[src/rtl/common_types_pkg.sv]
// Shared types for the memory subsystem: RAM sequencing states, arbiter
// grant encoding and the common 32-bit word type.
`timescale 1ns/1ps
package common_types_pkg;

  typedef logic [31:0] word_t;
  typedef logic [3:0]  strobe_t;

  // Sequencing of the single shared RAM port.
  typedef enum logic [1:0] {
    RAM_IDLE,
    RAM_WAIT,
    RAM_DONE
  } ram_state_t;

  // Which requester owns the current RAM transaction.
  typedef enum logic {
    GRANT_I,
    GRANT_D
  } arb_grant_t;

  // Instruction fetches are always full-word reads.
  localparam strobe_t STROBE_ALL = 4'hF;

endpackage

[src/rtl/mem_arbiter.sv]
// mem_arbiter: shares one RAM port between an instruction-fetch read port
// and a data read/write port. One transaction at a time, always returning
// through RAM_IDLE between transactions.
//
// Configuration macro MEM_ARBITER_RR_EN:
//   undefined - contention always goes to the data port.
//   defined   - contention alternates; the port not granted last wins.
`timescale 1ns/1ps
module mem_arbiter
  import common_types_pkg::*;
(
  input  logic        clk,
  input  logic        rst,

  // Instruction-fetch read port
  input  logic        i_req,
  input  word_t       i_addr,
  output word_t       i_rdata,
  output logic        i_done,

  // Data read/write port
  input  logic        d_req,
  input  logic        d_wen,
  input  logic [3:0]  d_strobe,
  input  word_t       d_addr,
  input  word_t       d_wdata,
  output word_t       d_rdata,
  output logic        d_done,

  // Shared RAM port
  output logic        ram_req,
  output logic        ram_wen,
  output logic [3:0]  ram_strobe,
  output word_t       ram_addr,
  output word_t       ram_wdata,
  input  word_t       ram_rdata,
  input  logic        ram_ready
);

  // FSM state and owner of the in-flight transaction. With round-robin
  // enabled, r_grant doubles as the last-grant history.
  ram_state_t r_state;
  arb_grant_t r_grant;

  // Request fields latched at grant time, held until the next grant.
  word_t      r_addr;
  strobe_t    r_strobe;
  word_t      r_wdata;

  // Registered RAM control and completion outputs.
  logic       r_ram_req;
  logic       r_ram_wen;
  logic       r_i_done;
  logic       r_d_done;

  // Single capture register shared by both read-data outputs.
  word_t      r_rdata;

  // Arbitration result, meaningful only while in RAM_IDLE.
  logic       w_any_req;
  arb_grant_t w_grant;

  // Choose the winner among the currently asserted requests.
  // NOTE: every variable written in always_comb gets a value on every path
  // (here, up-front defaults), otherwise synthesis infers a latch.
  always_comb begin
    w_any_req = i_req | d_req;
    w_grant   = GRANT_I;
    if (i_req && d_req) begin
`ifdef MEM_ARBITER_RR_EN
      w_grant = (r_grant == GRANT_D) ? GRANT_I : GRANT_D;
`else
      w_grant = GRANT_D;
`endif
    end else if (d_req) begin
      w_grant = GRANT_D;
    end
  end

  // Transaction sequencer: grant, hold RAM request until ready, pulse done.
  // NOTE: state registers use non-blocking (<=) so every flop samples the
  // pre-edge values; blocking (=) here would create order-dependent logic.
  always_ff @(posedge clk) begin
    if (rst) begin
      r_state   <= RAM_IDLE;
      r_grant   <= GRANT_I;
      r_addr    <= '0;
      r_strobe  <= '0;
      r_wdata   <= '0;
      r_ram_req <= 1'b0;
      r_ram_wen <= 1'b0;
      r_i_done  <= 1'b0;
      r_d_done  <= 1'b0;
      r_rdata   <= '0;
    end else begin
      // Done outputs are single-cycle pulses unless re-armed below.
      r_i_done <= 1'b0;
      r_d_done <= 1'b0;

      unique case (r_state)
        RAM_IDLE: begin
          if (w_any_req) begin
            r_grant   <= w_grant;
            r_ram_req <= 1'b1;
            if (w_grant == GRANT_D) begin
              r_addr    <= d_addr;
              r_ram_wen <= d_wen;
              r_strobe  <= d_strobe;
              r_wdata   <= d_wdata;
            end else begin
              // Fetches are full-word reads; write data keeps its last value.
              r_addr    <= i_addr;
              r_ram_wen <= 1'b0;
              r_strobe  <= STROBE_ALL;
            end
            r_state <= RAM_WAIT;
          end
        end

        RAM_WAIT: begin
          // Wait indefinitely for the RAM; writes capture too (unused data).
          if (ram_ready) begin
            r_rdata   <= ram_rdata;
            r_ram_req <= 1'b0;
            r_ram_wen <= 1'b0;
            r_i_done  <= (r_grant == GRANT_I);
            r_d_done  <= (r_grant == GRANT_D);
            r_state   <= RAM_DONE;
          end
        end

        RAM_DONE: begin
          r_state <= RAM_IDLE;
        end

        default: begin
          r_state <= RAM_IDLE;
        end
      endcase
    end
  end

  // Outputs come straight from registers.
  assign ram_req    = r_ram_req;
  assign ram_wen    = r_ram_wen;
  assign ram_strobe = r_strobe;
  assign ram_addr   = r_addr;
  assign ram_wdata  = r_wdata;
  assign i_done     = r_i_done;
  assign d_done     = r_d_done;
  assign i_rdata    = r_rdata;
  assign d_rdata    = r_rdata;

endmodule
[config.mk]
export PLATFORM = sky130hd
export DESIGN_NAME = mem_arbiter
export DESIGN_NICKNAME = d
export VERILOG_FILES = /design/src/rtl/common_types_pkg.sv /design/src/rtl/mem_arbiter.sv
export SDC_FILE = /design/constraint.sdc
export NUM_CORES = 1
export LEC_CHECK = 0
export ABC_AREA = 1
export CAP_MARGIN = 20
export CORE_ASPECT_RATIO = 1.5
export CORE_UTILIZATION = 38
export CTS_BUF_LIST = sky130_fd_sc_hd__clkbuf_4
export CTS_CLUSTER_SIZE = 10
export DETAILED_ROUTE_END_ITERATION = 7
export PLACE_DENSITY = 0.83
export SETUP_SLACK_MARGIN = 0.05
export SKIP_LAST_GASP = 1
export SLEW_MARGIN = 0
export SYNTH_ARGS = -nofsm -noshare
export SYNTH_HDL_FRONTEND = slang
export SYNTH_SLANG_ARGS = --single-unit
[constraint.sdc]
create_clock -name clk -period 1.3 [get_ports clk]
set_input_delay 0.26 -clock clk [delete_from_list [all_inputs] [get_ports clk]]
set_output_delay 0.26 -clock clk [all_outputs]
set_load 0.005 [all_outputs]
======== Yosys cells after proc, flatten, opt, wreduce, memory -nomap -nowiden ========
Index checks and enable logic that the tools add are counted.
operators by class
  equal/unequal tests ..................... 3
  mux-type cells .......................... 13
  bitwise operators ....................... 4
  reductions and logical operators ........ 9
operator list
  kind                                           number
  2-to-1 mux 32 bit                              1
  2-to-1 mux 1 bit                               6
  AND reduction 2 bit                            3
  AND reduction 3 bit                            2
  2-to-1 mux 2 bit                               2
  2-to-1 mux 4 bit                               1
  != test 2 bit, second input constant           2
  case mux 1 bit (2 select lines)                2
  case mux 2 bit (2 select lines)                1
  NOT 1 bit                                      3
  OR reduction 3 bit                             1
  == test 2 x 1 -> 1 bit, second input constant  1
  zero test 2 bit                                1
  nonzero test 2 bit                             1
  logical AND 1 bit                              1
  bitwise OR 1 bit                               1
word-level totals
  bits in registers ....................... 107
  input port bits ......................... 138
  output and inout port bits .............. 136
  word-level logic and storage cells ...... 39

======== Longest topological paths before layout ========
Gate-level depths: netlist (run 1).
  depth in word-level cells ............... 5
  mapped depth ............................ 8
  mapped depth without buffers ............ 6

======== Least setup slack after synthesis (run 1) ========
OpenSTA, ideal clock, no wires.
  kind .................................... register to register
  start point ............................. reg r_state[1]
  end point ............................... reg r_wdata[10] (netlist: ram_wdata[10])
  setup time .............................. 0.113 ns
  arrival time ............................ 0.957 ns
  required time ........................... 1.187 ns
  slack ................................... 0.230 ns
  cell stages (with the launch flop) ...... 7
  buffers on the path ..................... 2
  period minus slack after synthesis ...... 1.070 ns
  cell sequence ........................... dfxtp_1 nor2_4 nand2_1 buf_6 buf_4 o21ai_1 nor2_1
between the ends
  longest elaborated chain between the ends .. 2
ends and longest elaborated chain
  item                           line                source
  from (decl)                    mem_arbiter.sv:42   ram_state_t r_state;
  from (signal assigned)         mem_arbiter.sv:85   r_state <= RAM_IDLE;
  from (signal assigned)         mem_arbiter.sv:116  r_state <= RAM_WAIT;
  from (signal assigned)         mem_arbiter.sv:128  r_state <= RAM_DONE;
  zero test 2 bit                mem_arbiter.sv:100  unique case (r_state)
  AND reduction 3 bit (no line)  n/a
  to (signal assigned)           mem_arbiter.sv:109  r_wdata <= d_wdata;
  to (decl)                      mem_arbiter.sv:48   word_t r_wdata;
No other way between the ends.
A chain may end at the register's enable or synchronous reset.

======== Worst setup path in the final report (run 1) ========
  start point ............................. reg r_rdata[0] (netlist: d_rdata[0])
  end point ............................... out i_rdata[0]
RTL lines
  item                    line                source
  from (decl)             mem_arbiter.sv:57   word_t r_rdata;
  from (signal assigned)  mem_arbiter.sv:123  r_rdata <= ram_rdata;
  to (decl)               mem_arbiter.sv:18   output word_t i_rdata,
No word-level cell between the ends.

==> metrics.cfg, run 1 <==
[layout]
area_delta_synth_final_pct=76.42
fin_area_sq_mm=0.007750
final_core_util=0.6936
layout-drive-gt1-share=0.3795
final_cell_mix=nor2_1 (137), clkdlybuf4s50_1 (137), dfxtp_2 (101), nand2_1 (99), buf_6 (88)
num-fill-cells=868
nets=1021

[route]
vias=4929
dr.pass1.iters=4
drt_iter0_drc=140
viasPerCell=4.758
final_antenna_net_count=0
wl_per_cell_um=14.41
drt-total-wl_mm=14.93
drc=0

[yosys]
synth_nets=734
synth_top_family_by_area=simple AND/OR/NAND/NOR gates
synthXorXnorAreaFrac=0
syn-instance-count=596
yosysWarnings=0
synth_simple_gate_area_frac=0.2170
syn_avg_cell_area_sq_um=7.371
ys_seq_elements=107
synth-edff-count=0
synth_compound_area_frac=0.1549
syn_area_sq_mm=0.004393
synthMuxAreaShare=0
synthArstFlopShare=0
synth_fa_ha_area_frac=0
ys.flop_type=dfxtp_1
ys_seq_area_frac=0.4876
synth_cell_type_count=21

[place]
dp_slack_ns=-0.3565
gp_congestion=0.7937
io_buffers=273
placed_cell_area_sq_mm=0.007167
hpwlAfterDp_mm=9.726

[hold_path]
hold_path_depth=3
holdCritPathClass=input pin to register

[worst_setup_path]
crit_chain=buf_6 -> buf_6
cp_top_family=flip-flops
critPathCaptureType=output port
r2r_cells=5
path_depth=2
arrival_ns=1.05
cpPeakStageDelay_ns=0.37
cp.buffers_inverters=2
crit_top_cell=buf_6
slowest_stage=dfxtp_2
worstPathRequired_ns=1.04
path_max_fanout=2
cp-start-kind=register
crit_type=register to output port

[sta]
slew_violations=0
fin_worst_hold_slack_ns=0.3636
worst_slack_ns=-0.007910
relSlewSlack=0.8241
finClkSkew_ns=0.02578
rsz0062_at_grt=true
fin_crit_ns=1.308
post-route-period-util=1.006
final-setup-viol-count=6
tightest_slew_ns=0.2636
hold_viol=0
fmax_mhz=764.6

[floorplanning]
initial_core_util=0.3932
die-area_sq_mm=0.01200
num_rows=47
fp.dieW_um=89.79
core_area_sq_mm=0.01117
fp.dieH_um=133.7
ios=274

[clock_tree]
clk_path_buf_depth=2
cts_hold_buffers=0
clk_pin_slew_ns=0.18
root_buffer=clkbuf_4
cts_buffers=9
cts-htree-levels=3
clkSinkCount=107
insertion_delay_ns=0.47
cts_tree=built

[power_and_ir_drop]
p_leak_nw=3.608
power.total_mw=8.231
powerDensity_mw_per_mm2=1062
max-vdd-ir-drop_v=0.0006821

[global_route]
grt_max_degree=55
antenna_found_initial=1
track_usage=0.2305
grt_overflow=0
grt_pass1_vias=4550
grt_pass1_wl_mm=21.94

[flow_run]
max_cap_violations=0

[outcome]
status=finished with violations
violations=setup timing

## stage by stage
step | instances | setup TNS, ns
6_report | 1036 | -0.02254
3_5_place_dp | 969 | -26.40
3_3_place_gp | 969 | -23.26
2_1_floorplan | 596 | 0
5_1_grt | 1036 | -1.566
4_1_cts | 1020 | -0.4941
## area by class of cell
class / count / area, sq um / share of cell area
Timing Repair Buffer: 346 / 3293 / 0.4249
Sequential cell: 107 / 2280 / 0.2942
Antenna cell: 1 / 2.502 / 0.0003229
Clock inverter: 7 / 120.1 / 0.01550
Tap cell: 147 / 183.9 / 0.02373
Clock buffer: 9 / 67.56 / 0.008718
Multi-Input combinational cell: 381 / 1644 / 0.2121
Inverter: 38 / 158.9 / 0.02050
## worst register-to-register path, stage by stage, from the launching register on
cell and delay (ns):
dfxtp_4 0.39, buf_4 0.12, nand3_4 0.13, clkbuf_16 0.21, o21ai_0 0.21, a21oi_1 0.09
## final timing paths
kind	start	end	slack, ns
worst max-delay path	d_rdata[0]	i_rdata[0]	-0.008
worst min-delay path	d_wdata[28]	ram_wdata[28]	0.36
worst max register to register	r_state[0]	d_rdata[15]	0.08
worst min register to register	r_grant	i_done	0.47
## logic make-up (layout without fill, tap and decap cells)
| logic type | Yosys count | in the layout |
|---|---|---|
| and+or+nand+nor | 245 | 245 |
| other | 0 | 1 |
| AOI/OAI and AO/OA | 136 | 136 |
| DFF | 107 | 107 |
| buffers and inverters | 108 | 400 |
## per-layer routing
metal	vias to the layer above	part of all wire	GRT usage
met5	-	0	0
met4	0	0.051	0.1211
met3	56	0.054	0.06221
met2	215	0.54	0.4282
met1	2234	0.36	0.2333
li1	2424	-	-
## state kept, by name, indices dropped and copies added, names as in the netlist
signal,cells
ram_wdata,32
r_state,2
i_done,1
d_done,1
ram_req,1
r_grant,1
d_rdata,32
ram_addr,32
ram_strobe,4
ram_wen,1
## power breakdown
group | internal [mW] | switching, mW | leakage [nW]
sequential | 3.65 | 0.195 | 0.920
clock | 0.989 | 1.13 | 0.0990
combinational | 1.35 | 0.920 | 2.59
total | 5.99 | 2.24 | 3.61
## cell usage after synthesis, types with 3 or more instances
| cell | instances | share of area |
|---|---|---|
| nor2_1 | 137 | 0.12 |
| dfxtp_1 | 107 | 0.49 |
| nand2_1 | 100 | 0.085 |
| o21ai_0 | 58 | 0.066 |
| o21ai_1 | 42 | 0.048 |
| buf_4 | 39 | 0.067 |
| a21oi_1 | 36 | 0.041 |
| inv_1 | 34 | 0.029 |
| buf_2 | 15 | 0.017 |
| clkbuf_1 | 11 | 0.0094 |
| buf_6 | 5 | 0.013 |
| inv_4 | 3 | 0.0043 |
## timing repair
| action | CTS | global route |
|---|---|---|
| pin swaps | 1 | 2 |
| gates resized for setup | 686 | 60 |
| setup endpoints to repair | 141 | 166 |
| cloned | 0 | 3 |
| buffers inserted | 35 | 12 |
| endpoints found under the hold margin | 0 | 0 |
No activity file was read; power rests on OpenSTA's default activity.
==> inputs of run 2 (changes only) <==
CORE_MARGIN = 2   (was not set)
==> run 2 against run 1 <==
  * The flow still finishes with violations (setup timing)
  * Clock skew is 0.013 ns lower
  * Critical path depth stayed put
  * Sequential share of layout area up 0.82 points
  * Combinational power shrank 4%
  * Count of clock-buffer cells in the layout stayed put
  * Utilization down 3.4 points
==> metrics.cfg, run 2 (synthesized netlist as in run 1, its figures left out) <==
[place]
dp_slack_ns=-0.3571  ; was -0.3565 ns
placed_cell_area_sq_mm=0.007086  ; was 0.007167 sq mm
io_buffers=273  ; unchanged
hpwlAfterDp_mm=9.837  ; was 9.726 mm
gp_congestion=0.8627  ; was 0.7937

[global_route]
grt_pass1_wl_mm=20.81  ; was 21.94 mm
antenna_found_initial=1  ; unchanged
grt_overflow=0  ; unchanged
grt_max_degree=66  ; was 55
grt_pass1_vias=4238  ; was 4550
track_usage=0.2110  ; was 0.2305

[sta]
tightest_slew_ns=0.3310  ; was 0.2636 ns
finClkSkew_ns=0.01249  ; was 0.02578 ns
relSlewSlack=0.7793  ; was 0.8241
fmax_mhz=754.9  ; was 764.6 MHz
post-route-period-util=1.019  ; was 1.006
fin_crit_ns=1.325  ; was 1.308 ns
fin_worst_hold_slack_ns=0.3332  ; was 0.3636 ns
hold_viol=0  ; unchanged
final-setup-viol-count=11  ; was 6
rsz0062_at_grt=true  ; unchanged
worst_slack_ns=-0.02459  ; was -0.007910 ns
slew_violations=0  ; unchanged

[clock_tree]
root_buffer=clkbuf_4  ; unchanged
clk_path_buf_depth=2  ; unchanged
clkSinkCount=107  ; unchanged
insertion_delay_ns=0.46  ; was 0.47 ns
clk_pin_slew_ns=0.16  ; was 0.18 ns
cts_buffers=9  ; unchanged
cts_tree=built  ; unchanged
cts-htree-levels=3  ; unchanged

[layout]
num-fill-cells=950  ; was 868
area_delta_synth_final_pct=71.23  ; was 76.42%
fin_area_sq_mm=0.007522  ; was 0.007750 sq mm
final_common_cell=nor2_1
final_cell_mix=nor2_1 (137), clkdlybuf4s50_1 (136), dfxtp_2 (103), nand2_1 (99), buf_2 (99)  ; was nor2_1 (137), clkdlybuf4s50_1 (137), dfxtp_2 (101), nand2_1 (99), buf_6 (88)
layout-drive-gt1-share=0.3929  ; was 0.3795
nets=1008  ; was 1021
multiInputGateArea_sq_mm=0.001724  ; was 0.001644 sq mm
final_core_util=0.6592  ; was 0.6936
regArea_sq_mm=0.002275  ; was 0.002280 sq mm

[route]
dr.pass1.iters=4  ; unchanged
drt-total-wl_mm=14.85  ; was 14.93 mm
drc=0  ; unchanged
vias=4738  ; was 4929
final_antenna_net_count=0  ; unchanged
drt_iter0_drc=122  ; was 140
viasPerCell=4.627  ; was 4.758
wl_per_cell_um=14.50  ; was 14.41 um

[worst_setup_path]
worstReg2RegEnd=ram_wdata[1]  ; was d_rdata[15]
cp-start-kind=register  ; unchanged
crit_type=register to output port  ; unchanged
crit_chain=buf_6 -> buf_6  ; unchanged
cp.buffers_inverters=2  ; unchanged
crit_top_cell=buf_6  ; unchanged
slowest_stage=dfxtp_4  ; was dfxtp_2
cp_top_family=flip-flops  ; unchanged
worstPathRequired_ns=1.04  ; about the same
r2r-start=r_state[1]  ; was r_state[0]
regToRegSetupSlack_ns=0.07  ; was 0.08 ns
arrival_ns=1.06  ; was 1.05 ns
cpPeakStageDelay_ns=0.38  ; was 0.37 ns
r2r_cells=6  ; was 5
critPathCaptureType=output port  ; unchanged
path_max_fanout=2  ; unchanged

[outcome]
status=finished with violations  ; unchanged
violations=setup timing  ; unchanged

[hold_path]
holdCritPathClass=input pin to register  ; unchanged
hold_path_depth=3  ; unchanged
min_to=ram_wen  ; was ram_wdata[28]
hp-start=d_wen  ; was d_wdata[28]

[floorplanning]
fp.dieH_um=135.7  ; was 133.7 um
num_rows=48  ; was 47
core_area_sq_mm=0.01141  ; was 0.01117 sq mm
fp.dieW_um=91.79  ; was 89.79 um
initial_core_util=0.3850  ; was 0.3932
die-area_sq_mm=0.01245  ; was 0.01200 sq mm
ios=274  ; unchanged

[power_and_ir_drop]
powerDensity_mw_per_mm2=1047  ; was 1062 mW/mm^2
power.total_mw=7.877  ; was 8.231 mW
max-vdd-ir-drop_v=0.0006235  ; was 0.0006821 V
p_leak_nw=3.525  ; was 3.608 nW

[flow_run]
max_cap_violations=0  ; unchanged

run 2: changes by cell type in the layout (fill, tap and decap cells not counted), sizes merged:
cell and delta:
clkbuf +1, clkdlybuf4s50 -1, bufinv -1, inv -1, dlymetal6s2s +1, buf -14
run 2: worst reg2reg max path, cell delays in order (launching register included):
cell,delay [ns]
dfxtp_2,0.36
nor2_4,0.19
nand2_4,0.11
buf_6,0.14
clkbuf_16,0.15
o21ai_0,0.15
nor2_1,0.05
run 2: power breakdown:
group          internal [mW]  switching, mW  total (mW)
sequential              3.65          0.180        3.83
clock                  0.782           1.08        1.86
combinational           1.24          0.951        2.19
total                   5.66           2.21        7.88
run 2: what timing repair did:
action | CTS | global route
cloned | 0 | 4
pin swaps | 1 | 5
setup endpoints to repair | 169 | 116
resized for setup | 683 | 80
setup buffers | 28 | 8
endpoints found under the hold margin | 0 | 0
hold buffers | 0 | 0
run 2: final cells by class:
type / instances / area share
Inverter: 38 / 0.02395
Clock inverter: 5 / 0.01148
Tap cell: 150 / 0.02495
Clock buffer: 9 / 0.008982
Multi-Input combinational cell: 381 / 0.2292
Timing Repair Buffer: 333 / 0.3987
Antenna cell: 1 / 0.0003327
Sequential cell: 107 / 0.3024
run 2: routing by layer:
metal,GRT usage,share of wire
met5,0,0
met2,0.3926,0.55
met4,0.1012,0.029
met1,0.2273,0.37
met3,0.03951,0.051
run 2: how the worst max path moves through the flow:
stage                    start       endpoint  depth (start not counted)
floorplan           r_state[1]  ram_wdata[10]                          6
global placement         d_req   ram_addr[31]                          8
detailed placement       d_req    ram_addr[4]                          8
CTS                 d_rdata[6]     i_rdata[6]                          2
global route        d_rdata[6]     i_rdata[6]                          2
finish              d_rdata[6]     i_rdata[6]                          2
run 2: per-stage QoR:
| step | cells | TNS (ns) |
|---|---|---|
| floorplan | 596 | 0 |
| global placement | 969 | -22.27 |
| detailed placement | 969 | -25.48 |
| CTS | 1011 | -0.4322 |
| global route | 1024 | -0.9058 |
| finish | 1024 | -0.07594 |
